==> src/rtl/uart_relay_fifo.sv <==
// UART man-in-the-middle relay core: host command parser with ack, plus one FIFO
// per direction (A->B, B->A) with saturating drop counters and OFF/FORCE/NORMAL/SUBST modes.
module uart_relay_fifo #(
    parameter int              DW         = 8,
    parameter int              FIFO_AW    = 4,
    parameter logic [DW-1:0]   FORCE_BYTE = 8'h47,
    parameter int              CNT_W      = 16
) (
    input  logic              CLK,
    input  logic              rst_n,
    input  logic [DW-1:0]     host_rx_data,
    input  logic              host_rx_valid,
    output logic [DW-1:0]     host_tx_data,
    output logic              host_tx_en,
    input  logic              host_tx_ready,
    input  logic [DW-1:0]     a_rx_data,
    input  logic              a_rx_valid,
    output logic [DW-1:0]     a_tx_data,
    output logic              a_tx_en,
    input  logic              a_tx_ready,
    input  logic [DW-1:0]     b_rx_data,
    input  logic              b_rx_valid,
    output logic [DW-1:0]     b_tx_data,
    output logic              b_tx_en,
    input  logic              b_tx_ready,
    output logic [1:0]        mode,
    output logic              led,
    output logic [CNT_W-1:0]  drop_ab,
    output logic [CNT_W-1:0]  drop_ba
);

    typedef enum logic [1:0] {
        MODE_OFF    = 2'd0,
        MODE_FORCE  = 2'd1,
        MODE_NORMAL = 2'd2,
        MODE_SUBST  = 2'd3
    } mode_t;

    typedef enum logic [1:0] {
        P_IDLE  = 2'd0,
        P_GET_M = 2'd1,
        P_GET_R = 2'd2
    } parse_t;

    localparam logic [DW-1:0] CH_O = DW'(8'h4F);
    localparam logic [DW-1:0] CH_G = DW'(8'h47);
    localparam logic [DW-1:0] CH_N = DW'(8'h4E);
    localparam logic [DW-1:0] CH_S = DW'(8'h53);

    parse_t         state_reg, state_next;
    mode_t          mode_reg, mode_next;
    logic [DW-1:0]  match_reg, match_next;
    logic [DW-1:0]  repl_reg, repl_next;
    logic           cmd_done;
    logic [DW-1:0]  ack_new;
    logic           led_reg;
    logic           ack_pend_reg;
    logic [DW-1:0]  ack_byte_reg;
    logic           host_tx_en_reg;
    logic [DW-1:0]  host_tx_data_reg;

    // ------------------------------------------------------------------
    // Command parser
    // ------------------------------------------------------------------
    always_comb begin
        state_next = state_reg;
        mode_next  = mode_reg;
        match_next = match_reg;
        repl_next  = repl_reg;
        cmd_done   = 1'b0;
        ack_new    = '0;
        if (host_rx_valid) begin
            case (state_reg)
                P_IDLE: begin
                    if (host_rx_data == CH_O) begin
                        mode_next = MODE_OFF;
                        cmd_done  = 1'b1;
                        ack_new   = CH_O;
                    end else if (host_rx_data == CH_G) begin
                        mode_next = MODE_FORCE;
                        cmd_done  = 1'b1;
                        ack_new   = CH_G;
                    end else if (host_rx_data == CH_N) begin
                        mode_next = MODE_NORMAL;
                        cmd_done  = 1'b1;
                        ack_new   = CH_N;
                    end else if (host_rx_data == CH_S) begin
                        state_next = P_GET_M;
                    end
                end
                P_GET_M: begin
                    match_next = host_rx_data;
                    state_next = P_GET_R;
                end
                P_GET_R: begin
                    repl_next  = host_rx_data;
                    mode_next  = MODE_SUBST;
                    cmd_done   = 1'b1;
                    ack_new    = CH_S;
                    state_next = P_IDLE;
                end
                default: state_next = P_IDLE;
            endcase
        end
    end

    always_ff @(posedge CLK or negedge rst_n) begin
        if (!rst_n) begin
            state_reg <= P_IDLE;
            mode_reg  <= MODE_OFF;
            match_reg <= '0;
            repl_reg  <= '0;
            led_reg   <= 1'b0;
        end else begin
            state_reg <= state_next;
            mode_reg  <= mode_next;
            match_reg <= match_next;
            repl_reg  <= repl_next;
            if (cmd_done)
                led_reg <= ~led_reg;
        end
    end

    // ------------------------------------------------------------------
    // Ack register: a newer command overwrites an ack that has not gone out yet
    // ------------------------------------------------------------------
    always_ff @(posedge CLK or negedge rst_n) begin
        if (!rst_n) begin
            ack_pend_reg     <= 1'b0;
            ack_byte_reg     <= '0;
            host_tx_en_reg   <= 1'b0;
            host_tx_data_reg <= '0;
        end else begin
            host_tx_en_reg <= 1'b0;
            if (ack_pend_reg && host_tx_ready && !host_tx_en_reg) begin
                host_tx_en_reg   <= 1'b1;
                host_tx_data_reg <= ack_byte_reg;
                ack_pend_reg     <= 1'b0;
            end
            if (cmd_done) begin
                ack_pend_reg <= 1'b1;
                ack_byte_reg <= ack_new;
            end
        end
    end

    // Pushes follow the mode at cycle start; en decisions follow the mode being
    // entered so that no pulse appears after switching to an illegal mode.
    logic push_ok;
    logic relay_ok;
    logic force_ok;
    logic flush;

    assign push_ok  = (mode_reg == MODE_NORMAL) || (mode_reg == MODE_SUBST);
    assign relay_ok = (mode_next == MODE_NORMAL) || (mode_next == MODE_SUBST);
    assign force_ok = (mode_next == MODE_FORCE);
    assign flush    = cmd_done && ((mode_next == MODE_OFF) || (mode_next == MODE_FORCE));

    // ------------------------------------------------------------------
    // Direction 0: A rx -> B tx, direction 1: B rx -> A tx
    // ------------------------------------------------------------------
    genvar gi;
    generate
        for (gi = 0; gi < 2; gi++) begin : g_dir
            logic [DW-1:0]    rx_data;
            logic             rx_valid;
            logic             tx_ready;
            logic [DW-1:0]    mem [2**FIFO_AW];
            logic [FIFO_AW:0] wr_ptr_reg;
            logic [FIFO_AW:0] rd_ptr_reg;
            logic [CNT_W-1:0] drop_reg;
            logic             tx_en_reg;
            logic [DW-1:0]    tx_data_reg;
            logic             full;
            logic             empty;
            logic [DW-1:0]    head;
            logic             push;
            logic             drop_inc;
            logic             pop;
            logic             en_next;
            logic [DW-1:0]    data_next;

            assign rx_data  = (gi == 0) ? a_rx_data  : b_rx_data;
            assign rx_valid = (gi == 0) ? a_rx_valid : b_rx_valid;
            assign tx_ready = (gi == 0) ? b_tx_ready : a_tx_ready;

            assign full  = (wr_ptr_reg[FIFO_AW] != rd_ptr_reg[FIFO_AW]) &&
                           (wr_ptr_reg[FIFO_AW-1:0] == rd_ptr_reg[FIFO_AW-1:0]);
            assign empty = (wr_ptr_reg == rd_ptr_reg);
            // Asynchronous read keeps rx-to-en latency at two cycles.
            assign head  = mem[rd_ptr_reg[FIFO_AW-1:0]];

            assign push     = rx_valid && push_ok && !full;
            assign drop_inc = rx_valid && push_ok && full && (drop_reg != {CNT_W{1'b1}});
            assign pop      = relay_ok && !empty && tx_ready && !tx_en_reg;

            always_comb begin
                en_next   = 1'b0;
                data_next = tx_data_reg;
                if (force_ok && tx_ready && !tx_en_reg) begin
                    en_next   = 1'b1;
                    data_next = FORCE_BYTE;
                end else if (pop) begin
                    en_next   = 1'b1;
                    data_next = ((mode_next == MODE_SUBST) && (head == match_next)) ? repl_next : head;
                end
            end

            always_ff @(posedge CLK) begin
                if (push)
                    mem[wr_ptr_reg[FIFO_AW-1:0]] <= rx_data;
            end

            always_ff @(posedge CLK or negedge rst_n) begin
                if (!rst_n) begin
                    wr_ptr_reg  <= '0;
                    rd_ptr_reg  <= '0;
                    drop_reg    <= '0;
                    tx_en_reg   <= 1'b0;
                    tx_data_reg <= '0;
                end else begin
                    if (flush) begin
                        wr_ptr_reg <= '0;
                        rd_ptr_reg <= '0;
                    end else begin
                        if (push)
                            wr_ptr_reg <= wr_ptr_reg + (FIFO_AW+1)'(1);
                        if (pop)
                            rd_ptr_reg <= rd_ptr_reg + (FIFO_AW+1)'(1);
                    end
                    if (drop_inc)
                        drop_reg <= drop_reg + CNT_W'(1);
                    tx_en_reg   <= en_next;
                    tx_data_reg <= data_next;
                end
            end
        end
    endgenerate

    assign b_tx_en      = g_dir[0].tx_en_reg;
    assign b_tx_data    = g_dir[0].tx_data_reg;
    assign drop_ab      = g_dir[0].drop_reg;
    assign a_tx_en      = g_dir[1].tx_en_reg;
    assign a_tx_data    = g_dir[1].tx_data_reg;
    assign drop_ba      = g_dir[1].drop_reg;
    assign host_tx_en   = host_tx_en_reg;
    assign host_tx_data = host_tx_data_reg;
    assign mode         = mode_reg;
    assign led          = led_reg;

endmodule

==> config.mk <==
export PLATFORM = sky130hd
export DESIGN_NAME = uart_relay_fifo
export DESIGN_NICKNAME = d
export VERILOG_FILES = /design/src/rtl/uart_relay_fifo.sv
export SDC_FILE = /design/constraint.sdc
export NUM_CORES = 1
export LEC_CHECK = 0
export CAP_MARGIN = 20
export CORE_ASPECT_RATIO = 1.1
export CORE_MARGIN = 5
export CORE_UTILIZATION = 35
export DETAILED_ROUTE_END_ITERATION = 16
export HOLD_SLACK_MARGIN = 0.05
export PLACE_DENSITY_LB_ADDON = 0.2
export RECOVER_POWER = 100
export SYNTH_ARGS = -nofsm -noshare
export SYNTH_HDL_FRONTEND = slang
export SYNTH_SLANG_ARGS = --single-unit
==> constraint.sdc <==
create_clock -name CLK -period 6.3 [get_ports CLK]
set_input_delay 1.26 -clock CLK [delete_from_list [all_inputs] [get_ports CLK]]
set_output_delay 1.26 -clock CLK [all_outputs]
set_load 0.01 [all_outputs]
# Word-level counts from Yosys, hierarchy flattened
# Memory sizes are Yosys's and may differ from the RTL's.
# Cells that the tools add are included.
# op_classes
addsub	6
eq_ne	25
muxes	49
bitwise	1
reduce_logical	45
# ops
op	count
8-bit 2-to-1 mux	10
5-bit 2-to-1 mux	8
16-bit by 1-bit adder with 16-bit output, second input constant	2
8-bit by 7-bit equality test with 1-bit output, second input constant	4
16-bit inequality test, second input constant	2
7-bit 2-to-1 mux	4
1-bit logical AND	25
5-bit by 1-bit adder with 5-bit output, second input constant	4
8-bit equality test	2
2-bit 2-to-1 mux	8
1-bit 2-to-1 mux	15
7-bit case mux with 2 select lines	1
2-bit nonzero test	7
2-bit equality test, second input constant	5
5-bit equality test	2
4-bit equality test	2
2-bit inequality test, second input constant	4
2-bit case mux with 2 select lines	2
1-bit logical NOT	7
5-bit AND reduction	1
2-bit by 1-bit equality test with 1-bit output, second input constant	2
2-bit logical NOT	2
1-bit logical OR	3
1-bit inequality test	2
2 further kinds	2
# word_totals
register_bits	109
mem_bits_rw	256
input_bits	32
output_inout_bits	62
word_cells	147
mem_count	2
# mem_list
memory	depth	width	read_ports	rd_ports_with_merged_regs	write_ports	line_no	rtl
g_dir[0].mem	16	8	1	0	1	168	logic [DW-1:0] mem [2**FIFO_AW];
g_dir[1].mem	16	8	1	0	1	168	

# Logic depth before layout (Yosys ltp)
# Gate-level depths: netlist (run 1).
# depth
word_depth	13
mapped_depth	11
depth_no_buf	8

# Worst setup path after synthesis (run 1)
# Ideal clock, no wire load.
# synth_path
path_type	input to register
startpoint	input port host_rx_valid
endpoint	register g_dir[1].tx_data_reg[0], in the netlist a_tx_data[0]
setup_ns	0.144
t_arrival_ns	3.215
required_time_ns	6.156
slack_ns	2.940
stages	10
n_path_buf	3
path_cell_list	clkbuf_1 > nor2b_1 > clkbuf_1 > nor2_1 > nor3_2 > nand3_1 > mux2i_1 > and3_1 > buf_4 > a311oi_1
# synth_via
elab_chain_cells	7
word_cells_on_any_way	18
cone_classes	eq/ne: 4; mux: 6; reduce/logical: 8
# synth_lines
item	line_no	rtl
from (decl)	12	input logic host_rx_valid,
2-bit 2-to-1 mux *	72	if (host_rx_valid) begin
via mode_next[1]	51	mode_t mode_reg, mode_next;
2-bit equality test (on tied branches)	155, 205	
1-bit logical OR	155	assign relay_ok = (mode_next == MODE_NORMAL) || (mode_next == MODE_SUBST);
1-bit logical AND (3 in series)	195	assign pop = relay_ok && !empty && tx_ready && !tx_en_reg;
2-bit nonzero test (no source line)	--	
to (signal assigned)	234	tx_data_reg <= data_next;
to (decl)	173	logic [DW-1:0] tx_data_reg;
# Mark *: on every way through the listed nets, which the timed path passes. The rest lies on a longest branch. The select of a mux whose other input is x is not followed.
# A chain may end at the register's enable or synchronous reset.

# Worst setup path in the final report (run 1)
# layout_path
startpoint	register g_dir[0].rd_ptr_reg[0]
endpoint	register g_dir[0].tx_data_reg[7], in the netlist b_tx_data[7]
# layout_via
elab_chain_cells	6
word_cells_on_any_way	12
cone_classes	eq/ne: 2; mux: 3; reduce/logical: 6; memory: 1
# layout_lines
item	line_no	rtl
from (decl)	170	logic [FIFO_AW:0] rd_ptr_reg;
from (signal assigned)	229	rd_ptr_reg <= rd_ptr_reg + (FIFO_AW+1)'(1);
memory 16 x 8 bit or 5-bit equality test (tied branches)	--	
8-bit equality test or 1-bit logical NOT (tied branches)	205, 195	
1-bit logical AND (on tied branches)	205, 195	
8-bit 2-to-1 mux or 1-bit logical AND (tied branches)	205, 195	
8-bit 2-to-1 mux or 1-bit logical AND (tied branches)	203, 195	
8-bit 2-to-1 mux or 2-bit nonzero test (tied branches)	--	
to (signal assigned)	234	
to (decl)	173	
# Parallel ways exist; a longest one is shown, timed or not. The select of a mux whose other input is x is not followed.

==> results of run 1 <==
-- cells in the final DEF (no fill, tap or decap), types with 5 or more instances in the layout --
| master | Yosys | final |
|---|---|---|
| a31oi_1 | 7 | 7 |
| xor2_1 | 20 | 20 |
| nand4_1 | 23 | 23 |
| nand3_1 | 23 | 23 |
| o21ai_0 | 9 | 9 |
| a221o_1 | 8 | 8 |
| clkbuf_16 | 0 | 40 |
| and3_1 | 10 | 10 |
| mux2i_1 | 65 | 65 |
| a311oi_1 | 12 | 12 |
| nand2_1 | 50 | 50 |
| clkinv_2 | 0 | 14 |
| clkinv_1 | 1 | 7 |
| a21oi_1 | 9 | 9 |
| o211ai_1 | 9 | 9 |
| nor2b_1 | 12 | 12 |
| inv_1 | 30 | 30 |
| nand2b_1 | 6 | 6 |
| nor2_1 | 77 | 77 |
| o211a_1 | 5 | 5 |
| a22oi_1 | 15 | 15 |
| clkbuf_1 | 19 | 9 |
| nor3_2 | 1 | 5 |
| a221oi_1 | 11 | 11 |
| xnor2_1 | 45 | 45 |
| ha_1 | 12 | 12 |
| dlygate4sd3_1 | 0 | 79 |
| a22o_1 | 7 | 7 |
| edfxtp_1 | 256 | 256 |
| dfrtp_1 | 103 | 101 |
| nor3_1 | 13 | 9 |
| clkdlybuf4s50_1 | 0 | 11 |
| mux4_2 | 40 | 40 |
| mux2_2 | 7 | 7 |
-- logic make-up (layout without fill, tap and decap cells) --
kind of cell	after synthesis	in the layout
and+or+nand+nor	241	241
xor gates and xnor gates	65	65
DFF	359	359
buffers and inverters	77	203
adders and majority gates	12	12
other	1	3
muxes	116	116
AOI/OAI and AO/OA	121	121
-- cell type report --
| type | count | area, um^2 |
|---|---|---|
| flip-flops and latches | 359 | 10270 |
| well taps | 574 | 718.2 |
| inverters | 32 | 120.1 |
| clock inverters | 27 | 240.2 |
| multi-input cells | 557 | 4691 |
| fillers | 3930 | 25320 |
| diodes | 1 | 2.502 |
| repair buffers | 99 | 949.7 |
| clock buffers | 45 | 1030 |
-- power breakdown --
part / internal (mW) / total (mW) / switching, mW
logic: 0.602 / 1.25 / 0.652
registers: 2.63 / 2.82 / 0.182
clock network: 1.28 / 2.25 / 0.974
-- worst max-delay path by stage --
stage                                             startpoint                        to  slack [ns]  cells after the start
after CTS                                      host_rx_valid  a_tx_data[1]$_DFFE_PN0P_        2.44                      8
after global placement                         host_rx_valid  a_tx_data[1]$_DFFE_PN0P_        1.98                      8
after global routing      g_dir[0].rd_ptr_reg[0]$_DFFE_PN0P_  b_tx_data[7]$_DFFE_PN0P_        1.09                      8
final                     g_dir[0].rd_ptr_reg[0]$_DFFE_PN0P_  b_tx_data[7]$_DFFE_PN0P_        1.64                      8
after floorplan                                host_rx_valid  a_tx_data[0]$_DFFE_PN0P_        2.94                     10
after detailed placement                       host_rx_valid  a_tx_data[1]$_DFFE_PN0P_        1.84                      8
-- per-layer routing --
| layer | global-route usage [%] | routed length, um | vias up |
|---|---|---|---|
| met5 | 0 | 13 | - |
| met4 | 3.773 | 689 | 2 |
| met3 | 3.161 | 1644 | 48 |
| met2 | 24.11 | 17340 | 164 |
| met1 | 19.94 | 15780 | 4395 |
| li1 | - | - | 4017 |
-- worst reg2reg max path, cell delays in order, from the launching register on --
cell,delay [ns]
dfrtp_1,0.99
clkbuf_1,0.83
nor2b_1,0.40
a221oi_1,0.72
a22o_1,0.26
o211ai_1,0.11
nor4_1,0.70
nand3_1,0.24
o311ai_1,0.31
-- through the flow --
stage / worst slack, ns / power (mW) / hold slack (ns) / std cells / utilization (%)
2_1_floorplan: 2.940 / 3.743 / 0.4355 / 993 / -
3_3_place_gp: 1.983 / 4.179 / 0.4515 / 1621 / 38.74
3_5_place_dp: 1.837 / 4.182 / 0.4548 / 1621 / 38.74
4_1_cts: 2.441 / 6.456 / 0.4678 / 1693 / 41.67
5_1_grt: 1.085 / 6.619 / 0.4752 / 1693 / 41.57
6_report: 1.642 / 6.323 / 0.4654 / 1694 / 41.57
==> impl_metrics.toml, run 1 <==
[status]
outcome = "finished, violations left"
violations = "capacitance limit, slew limit"

[cts]
postCtsHoldBufs = 0
cts_setup_buffers = 0
clockBufferDepth = 3
path_clk_slew_ns = 0.06
h-tree-depth = 2
cts_buffers = 40
clkLatencyLatePin_ns = 0.58
cts-root-buf = "clkbuf_16"
cts_resized = 0
cts.sinks = 359
cts_tree = "done"

[floorplan]
start_util_pct = 35.33
die-area_um2 = 48030
std_cell_rows = 80
coreArea_um2 = 43340
chipHeight_um = 229.4
boundaryPins = 94
dieWidth_um = 209.4

[cells_and_area]
syn2layout_area_growth_pct = 17.68
final_cell_area_um2 = 18020
nets = 1133
drive_gt1_share_pct = 11.80
largest_reg_flops = 256

[logic_synthesis]
syn_area_per_cell_um2 = 15.43
synth.most_common_cell = "edfxtp_1"
synth_compound_area_share_pct = 6.390
ys_seq_elements = 359
async_flop_share_pct = 28.69
muxShareOfSynthArea_pct = 11.33
synth-edff-count = 256
yosys.area.top_type = "edfxtp_1"
ys_warn_count = 0
synth_area_leaders = "edfxtp_1, dfrtp_1, mux4_2"
syn-instance-count = 992
synthAdderAreaFrac_pct = 0.9806
synth_simple_gate_area_share_pct = 8.115
synth_top_family_by_area = "multiplexers"
ys.flop_type = "edfxtp_1"
synth_top_area_share_pct = 50.21
synth.cell_area_um2 = 15310
synth.yosys.seq_area_share_pct = 67.04
ys_types = 68
synth_commonest_cells = "edfxtp_1, dfrtp_1, nor2_1"
synth_xor_area_share_pct = 3.718

[global_routing]
grt_util_all_layers_pct = 14.67
overflow = 0
grt_start_max_net_pins = 65
antenna_found_initial = 2
grt_pass1_vias = 8765
grt_pass1_wl_um = 54690

[hold_path]
hold_path.class = "reg -> reg"
min_from = "led$_DFFE_PN0P_"
whs_path_depth = 1
whs_endpoint = "led$_DFFE_PN0P_"

[sta]
min_period_over_period_pct = 73.94
fmax_ghz = 0.2147
drv_slew = 65
worstMarginPinSlew_ns = 3.492
rsz0062_at_grt = "no"
skew_ns = 0.02453
finalHoldViolCount = 0
setup_viol = 0
setup-tns-final_ns = 0
max-slew-margin-rel_pct = -132.8
period_needed_ns = 4.658

[critical_path]
reg2reg_depth = 8
path_cells = "clkbuf_1, nor2b_1, a221oi_1, a22o_1, o211ai_1, nor4_1, nand3_1, o311ai_1"
cp_top_family = "compound AO/OA/AOI/OAI gates"
timing.rr.end = "b_tx_data[7]$_DFFE_PN0P_"
cp_data_arrival_time_ns = 5.11
start_kind = "flop"
r2r_slack_ns = 1.64
worstSetupPathType = "reg -> reg"
rr_startpoint = "g_dir[0].rd_ptr_reg[0]$_DFFE_PN0P_"
cpMaxStageDelayCell = "dfrtp_1"
path_buf_inv = 1
worst_path_largest_cell_delay_ns = 0.99
required_ns = 6.75
crit_fanout = 15
endpoint_kind = "flop"

[pwr]
leakage_nw = 6.637
vdd_ir_drop_max_mv = 0.1749
power_density_nw_per_um2 = 350.9

[routing]
post_drt_wl_per_cell_um = 20.94
drt_wl_total_um = 35470
detail-route-antenna-nets = 0
drc_errors = 0
first_pass_iters = 4
via_per_inst = 5.092
num_vias = 8626
drtIter0Drc = 553

[placed_design]
dpl-instance-area_um2 = 16790
dp_hpwl_um = 23980
io_buffers = 91
finalWeightedCongestion = 0.7990

[job]
maxCapViolCount = 1
Note: power is estimated with default switching activity, not from simulation.
==> run 2: changes to the inputs <==
==> constraint.sdc (replaced) <==
create_clock -name CLK -period 4.05 [get_ports CLK]
set_input_delay 0.81 -clock CLK [delete_from_list [all_inputs] [get_ports CLK]]
set_output_delay 0.81 -clock CLK [all_outputs]
set_load 0.01 [all_outputs]
==> run 2 against run 1 <==
The run still ends with capacitance limit, slew limit left. Power up 57%. Combinational power up 74%. Utilization up 0.49 points. Worst hold slack about the same. Routed wire length up 2.3%. Clock power up 56%. Die area unchanged. Critical path depth up 1. Clock-buffer cell count up 8. Setup slack worse by 1.1 ns. Largest power group unchanged.
==> impl_metrics.toml, run 2 (synthesis gave the netlist of run 1 again) <==
[sta]
rsz0062_at_grt = "no"
worstMarginPinSlew_ns = 1.646
finalHoldViolCount = 0
skew_ns = 0.03497
fmax_ghz = 0.2864
min_period_over_period_pct = 86.22
setup_viol = 0
setup-tns-final_ns = 0
period_needed_ns = 3.492
drv_slew = 64
max-slew-margin-rel_pct = -9.757

[critical_path]
worst_path_largest_cell_delay_ns = 0.79
cp_data_arrival_time_ns = 3.94
path_buf_inv = 2
worstSetupPathType = "in -> reg"
cp_top_family = "simple AND/OR/NAND/NOR gates"
endpoint_kind = "flop"
required_ns = 4.49
crit_fanout = 10
path_cells = "dlygate4sd3_1, nor2b_1, nor2_1, nor3_1, nand3_1, mux2i_1, clkbuf_1, a31oi_1, a221o_1"
start_kind = "input port"
cpMaxStageDelayCell = "nor3_1"

[cts]
path_clk_slew_ns = 0.06
postCtsHoldBufs = 0
cts_buffers = 41
cts_resized = 0
cts.sinks = 359
clockBufferDepth = 3
cts-root-buf = "clkbuf_16"
h-tree-depth = 2
cts_setup_buffers = 0
clkLatencyLatePin_ns = 0.56
cts_tree = "done"

[routing]
drt_wl_total_um = 36280
drtIter0Drc = 538
via_per_inst = 5.122
first_pass_iters = 5
drc_errors = 0
detail-route-antenna-nets = 0
post_drt_wl_per_cell_um = 21.00
num_vias = 8850

[cells_and_area]
final_cell_mix = "edfxtp_1, dfrtp_1, dlygate4sd3_1"
multi_input_area_um2 = 4677
nets = 1170
seq_area_um2 = 10270
post-route-util_pct = 42.06
drive_gt1_share_pct = 11.61
syn2layout_area_growth_pct = 19.07
mostFrequentLayoutCell = "edfxtp_1"
largest_reg_flops = 256
diodes = 0
n_fill_cell = 3932

[pwr]
leakage_nw = 6.698
vdd_ir_drop_max_mv = 0.2767
power_density_nw_per_um2 = 545.9

[floorplan]
die-area_um2 = 48030
coreArea_um2 = 43340
start_util_pct = 35.33
dieWidth_um = 209.4
boundaryPins = 94
std_cell_rows = 80
chipHeight_um = 229.4

[global_routing]
grt_pass1_wl_um = 56010
overflow = 0
grt_util_all_layers_pct = 14.95
antenna_found_initial = 1
grt_pass1_vias = 8963
grt_start_max_net_pins = 65

[status]
outcome = "finished, violations left"
violations = "capacitance limit, slew limit"

[job]
maxCapViolCount = 1

[hold_path]
hold_path.class = "reg -> reg"

[placed_design]
finalWeightedCongestion = 0.8192
io_buffers = 91
dp_hpwl_um = 24610
run 2: final cells by class:
class	count	share of cell area, %
flip-flops and latches	359	56.32
multi-input cells	557	25.66
repair buffers	135	6.507
clock buffers	53	5.985
well taps	574	3.940
clock inverters	18	0.9334
inverters	32	0.6589
run 2: path summary, 6_finish.rpt:
kind | endpoint | slack (ns) | start | cells past startpoint
max in group asynchronous | g_dir[0].rd_ptr_reg[1]$_DFFE_PN0P_ | 2.26 | rst_n | 1
max | a_tx_data[7]$_DFFE_PN0P_ | 0.56 | host_rx_valid | 9
min reg2reg | led$_DFFE_PN0P_ | 0.47 | led$_DFFE_PN0P_ | 1
min in group asynchronous | drop_ab[11]$_DFFE_PN0P_ | 0.67 | rst_n | 1
min | led$_DFFE_PN0P_ | 0.47 | led$_DFFE_PN0P_ | 1
max reg2reg | a_tx_data[4]$_DFFE_PN0P_ | 0.66 | g_dir[1].rd_ptr_reg[0]$_DFFE_PN0P_ | 8
run 2: per-stage QoR:
step                      power, mW  std cells  cell area (um^2)  hold WS [ns]  worst slack (ns)
final                         9.952       1728             18230        0.4658            0.5583
after global routing          10.40       1728             18230        0.4879            0.2597
after CTS                     10.15       1728             18360        0.3658            0.6741
after detailed placement      6.612       1657             17100        0.4551            0.2078
after global placement        6.602       1657             17100        0.4516            0.2566
after floorplan               5.823        993             15310        0.4355             1.140
run 2: routing by layer:
metal	up-vias	track usage, %	wire length (um)
met1	4522	20.14	15930
met5	-	0	13
met2	190	24.59	17810
met3	58	2.901	1674
li1	4078	-	-
met4	2	4.691	852
run 2: report_power, final:
part,leakage (nW),switching [mW],internal [mW]
registers,3.65,0.177,4.10
logic,2.44,1.17,1.01
clock network,0.614,1.46,2.03
total,6.70,2.81,7.14
==> run 3: changes to the inputs <==
--- a/config.mk
+++ b/config.mk
@@ -8,7 +8,8 @@
 export CAP_MARGIN = 20
 export CORE_ASPECT_RATIO = 1.1
 export CORE_MARGIN = 5
-export CORE_UTILIZATION = 35
+export CORE_UTILIZATION = 54
+export CTS_CLUSTER_SIZE = 20
 export DETAILED_ROUTE_END_ITERATION = 16
 export HOLD_SLACK_MARGIN = 0.05
 export PLACE_DENSITY_LB_ADDON = 0.2
==> run 3 against run 2 <==
Flip-flop and latch count unchanged. Critical endpoint is now a_tx_data[1]$_DFFE_PN0P_. Sequential power about the same. The flow still finishes with violations (capacitance limit, slew limit). Final cell count shrank 13%. First-iteration DRC count grew 52%. Die area fell by 34%. Highest routed layer unchanged. Via count increased by 1.9%.
==> impl_metrics.toml, run 3 (synthesis gave the netlist of run 1 again) <==
[sta]
drv_slew = 106
rsz0062_at_grt = "no"
worstMarginPinSlew_ns = 1.830
worst_hold_slack_ns = 0.4538
max-slew-margin-rel_pct = -21.98
setup-tns-final_ns = 0
finalHoldViolCount = 0
skew_ns = 0.01798
min_period_over_period_pct = 89.65
setup_viol = 0
fmax_ghz = 0.2754
period_needed_ns = 3.631

[status]
outcome = "finished, violations left"
violations = "capacitance limit, slew limit"

[job]
maxCapViolCount = 2

[cts]
cts_resized = 0
path_clk_slew_ns = 0.06
cts_buffers = 38
clkLatencyLatePin_ns = 0.53
cts.sinks = 359
h-tree-depth = 2
cts_tree = "done"
postCtsHoldBufs = 0
cts-root-buf = "clkbuf_16"
cts_setup_buffers = 0
clockBufferDepth = 3

[pwr]
vdd_ir_drop_max_mv = 0.4327
leakage_nw = 6.644
fin_total_pwr_mw = 9.724
power_density_nw_per_um2 = 544.9

[global_routing]
grt_start_max_net_pins = 71
grt_pass1_wl_um = 52440
overflow = 0
grt_util_all_layers_pct = 21.08
antenna_found_initial = 1
grt_pass1_vias = 9084

[cells_and_area]
drive_gt1_share_pct = 11.28
nets = 1161
final_cell_mix = "edfxtp_1, dfrtp_1, dlygate4sd3_1"
syn2layout_area_growth_pct = 16.55
mostFrequentLayoutCell = "edfxtp_1"
largest_reg_flops = 256
diodes = 0

[critical_path]
path_cells = "buf_4, mux4_2, a22o_1, a221oi_2, xnor2_1, nor4_4, and3_1, a311oi_1"
worst_path_largest_cell_delay_ns = 0.78
cpMaxStageDelayCell = "dfrtp_1"
required_ns = 4.42
start_kind = "flop"
cp_top_family = "compound AO/OA/AOI/OAI gates"
crit_fanout = 12
endpoint_kind = "flop"
cp_data_arrival_time_ns = 4.00
path_buf_inv = 1
worstSetupPathType = "reg -> reg"

[floorplan]
chipHeight_um = 186.6
die-area_um2 = 31830
dieWidth_um = 170.6
std_cell_rows = 64
start_util_pct = 54.94
boundaryPins = 94
coreArea_um2 = 27870

[routing]
post_drt_wl_per_cell_um = 22.19
via_per_inst = 5.982
first_pass_iters = 5
detail-route-antenna-nets = 0
drtIter0Drc = 820
num_vias = 9015
drt_wl_total_um = 33430
drc_errors = 0

[placed_design]
dp_hpwl_um = 22700
io_buffers = 91
finalWeightedCongestion = 0.8664

[hold_path]
hold_path.class = "reg -> reg"
[run 3: final cells by class]
| cell class | count | area [um^2] |
|---|---|---|
| Sequential cell | 359 | 10270 |
| Fill cell | 2023 | 10020 |
| Multi-Input combinational cell | 557 | 4682 |
| Timing Repair Buffer | 129 | 1122 |
| Clock buffer | 51 | 1051 |
| Tap cell | 363 | 454.2 |
| Clock inverter | 16 | 147.6 |
| Inverter | 32 | 120.1 |
[run 3: where the power goes]
part	internal (mW)	switching, mW
clock	1.95	1.37
sequential	4.10	0.179
combinational	0.992	1.13
[run 3: per-stage QoR]
| step | setup slack, ns | std cells | instance area [um^2] | util (%) |
|---|---|---|---|---|
| after floorplan | 1.140 | 993 | 15310 | - |
| after global placement | 0.4529 | 1440 | 16760 | 60.15 |
| after detailed placement | 0.3816 | 1440 | 16760 | 60.15 |
| after CTS | 0.4797 | 1507 | 17960 | 64.45 |
| after global routing | 0.1343 | 1507 | 17840 | 64.04 |
| final | 0.4191 | 1507 | 17840 | 64.04 |
[run 3: layer usage]
metal,vias to the layer above,GRT usage [%],part of all wire [%]
met4,2,5.991,2.7
met5,-,0,0.021
met1,4591,29.78,43
li1,4079,-,-
met3,73,3.365,5.6
met2,270,34.28,49
[run 3: path summary, 6_finish.rpt]
kind	from	endpoint	slack, ns	cells after the start
worst max-delay path	g_dir[1].rd_ptr_reg[0]$_DFFE_PN0P_	a_tx_data[1]$_DFFE_PN0P_	0.42	8
worst min-delay path	led$_DFFE_PN0P_	led$_DFFE_PN0P_	0.45	1
worst max register to register	g_dir[1].rd_ptr_reg[0]$_DFFE_PN0P_	a_tx_data[1]$_DFFE_PN0P_	0.42	8
worst min register to register	led$_DFFE_PN0P_	led$_DFFE_PN0P_	0.45	1
max in group asynchronous	rst_n	drop_ab[0]$_DFFE_PN0P_	0.80	2
min in group asynchronous	rst_n	drop_ba[0]$_DFFE_PN0P_	0.76	1
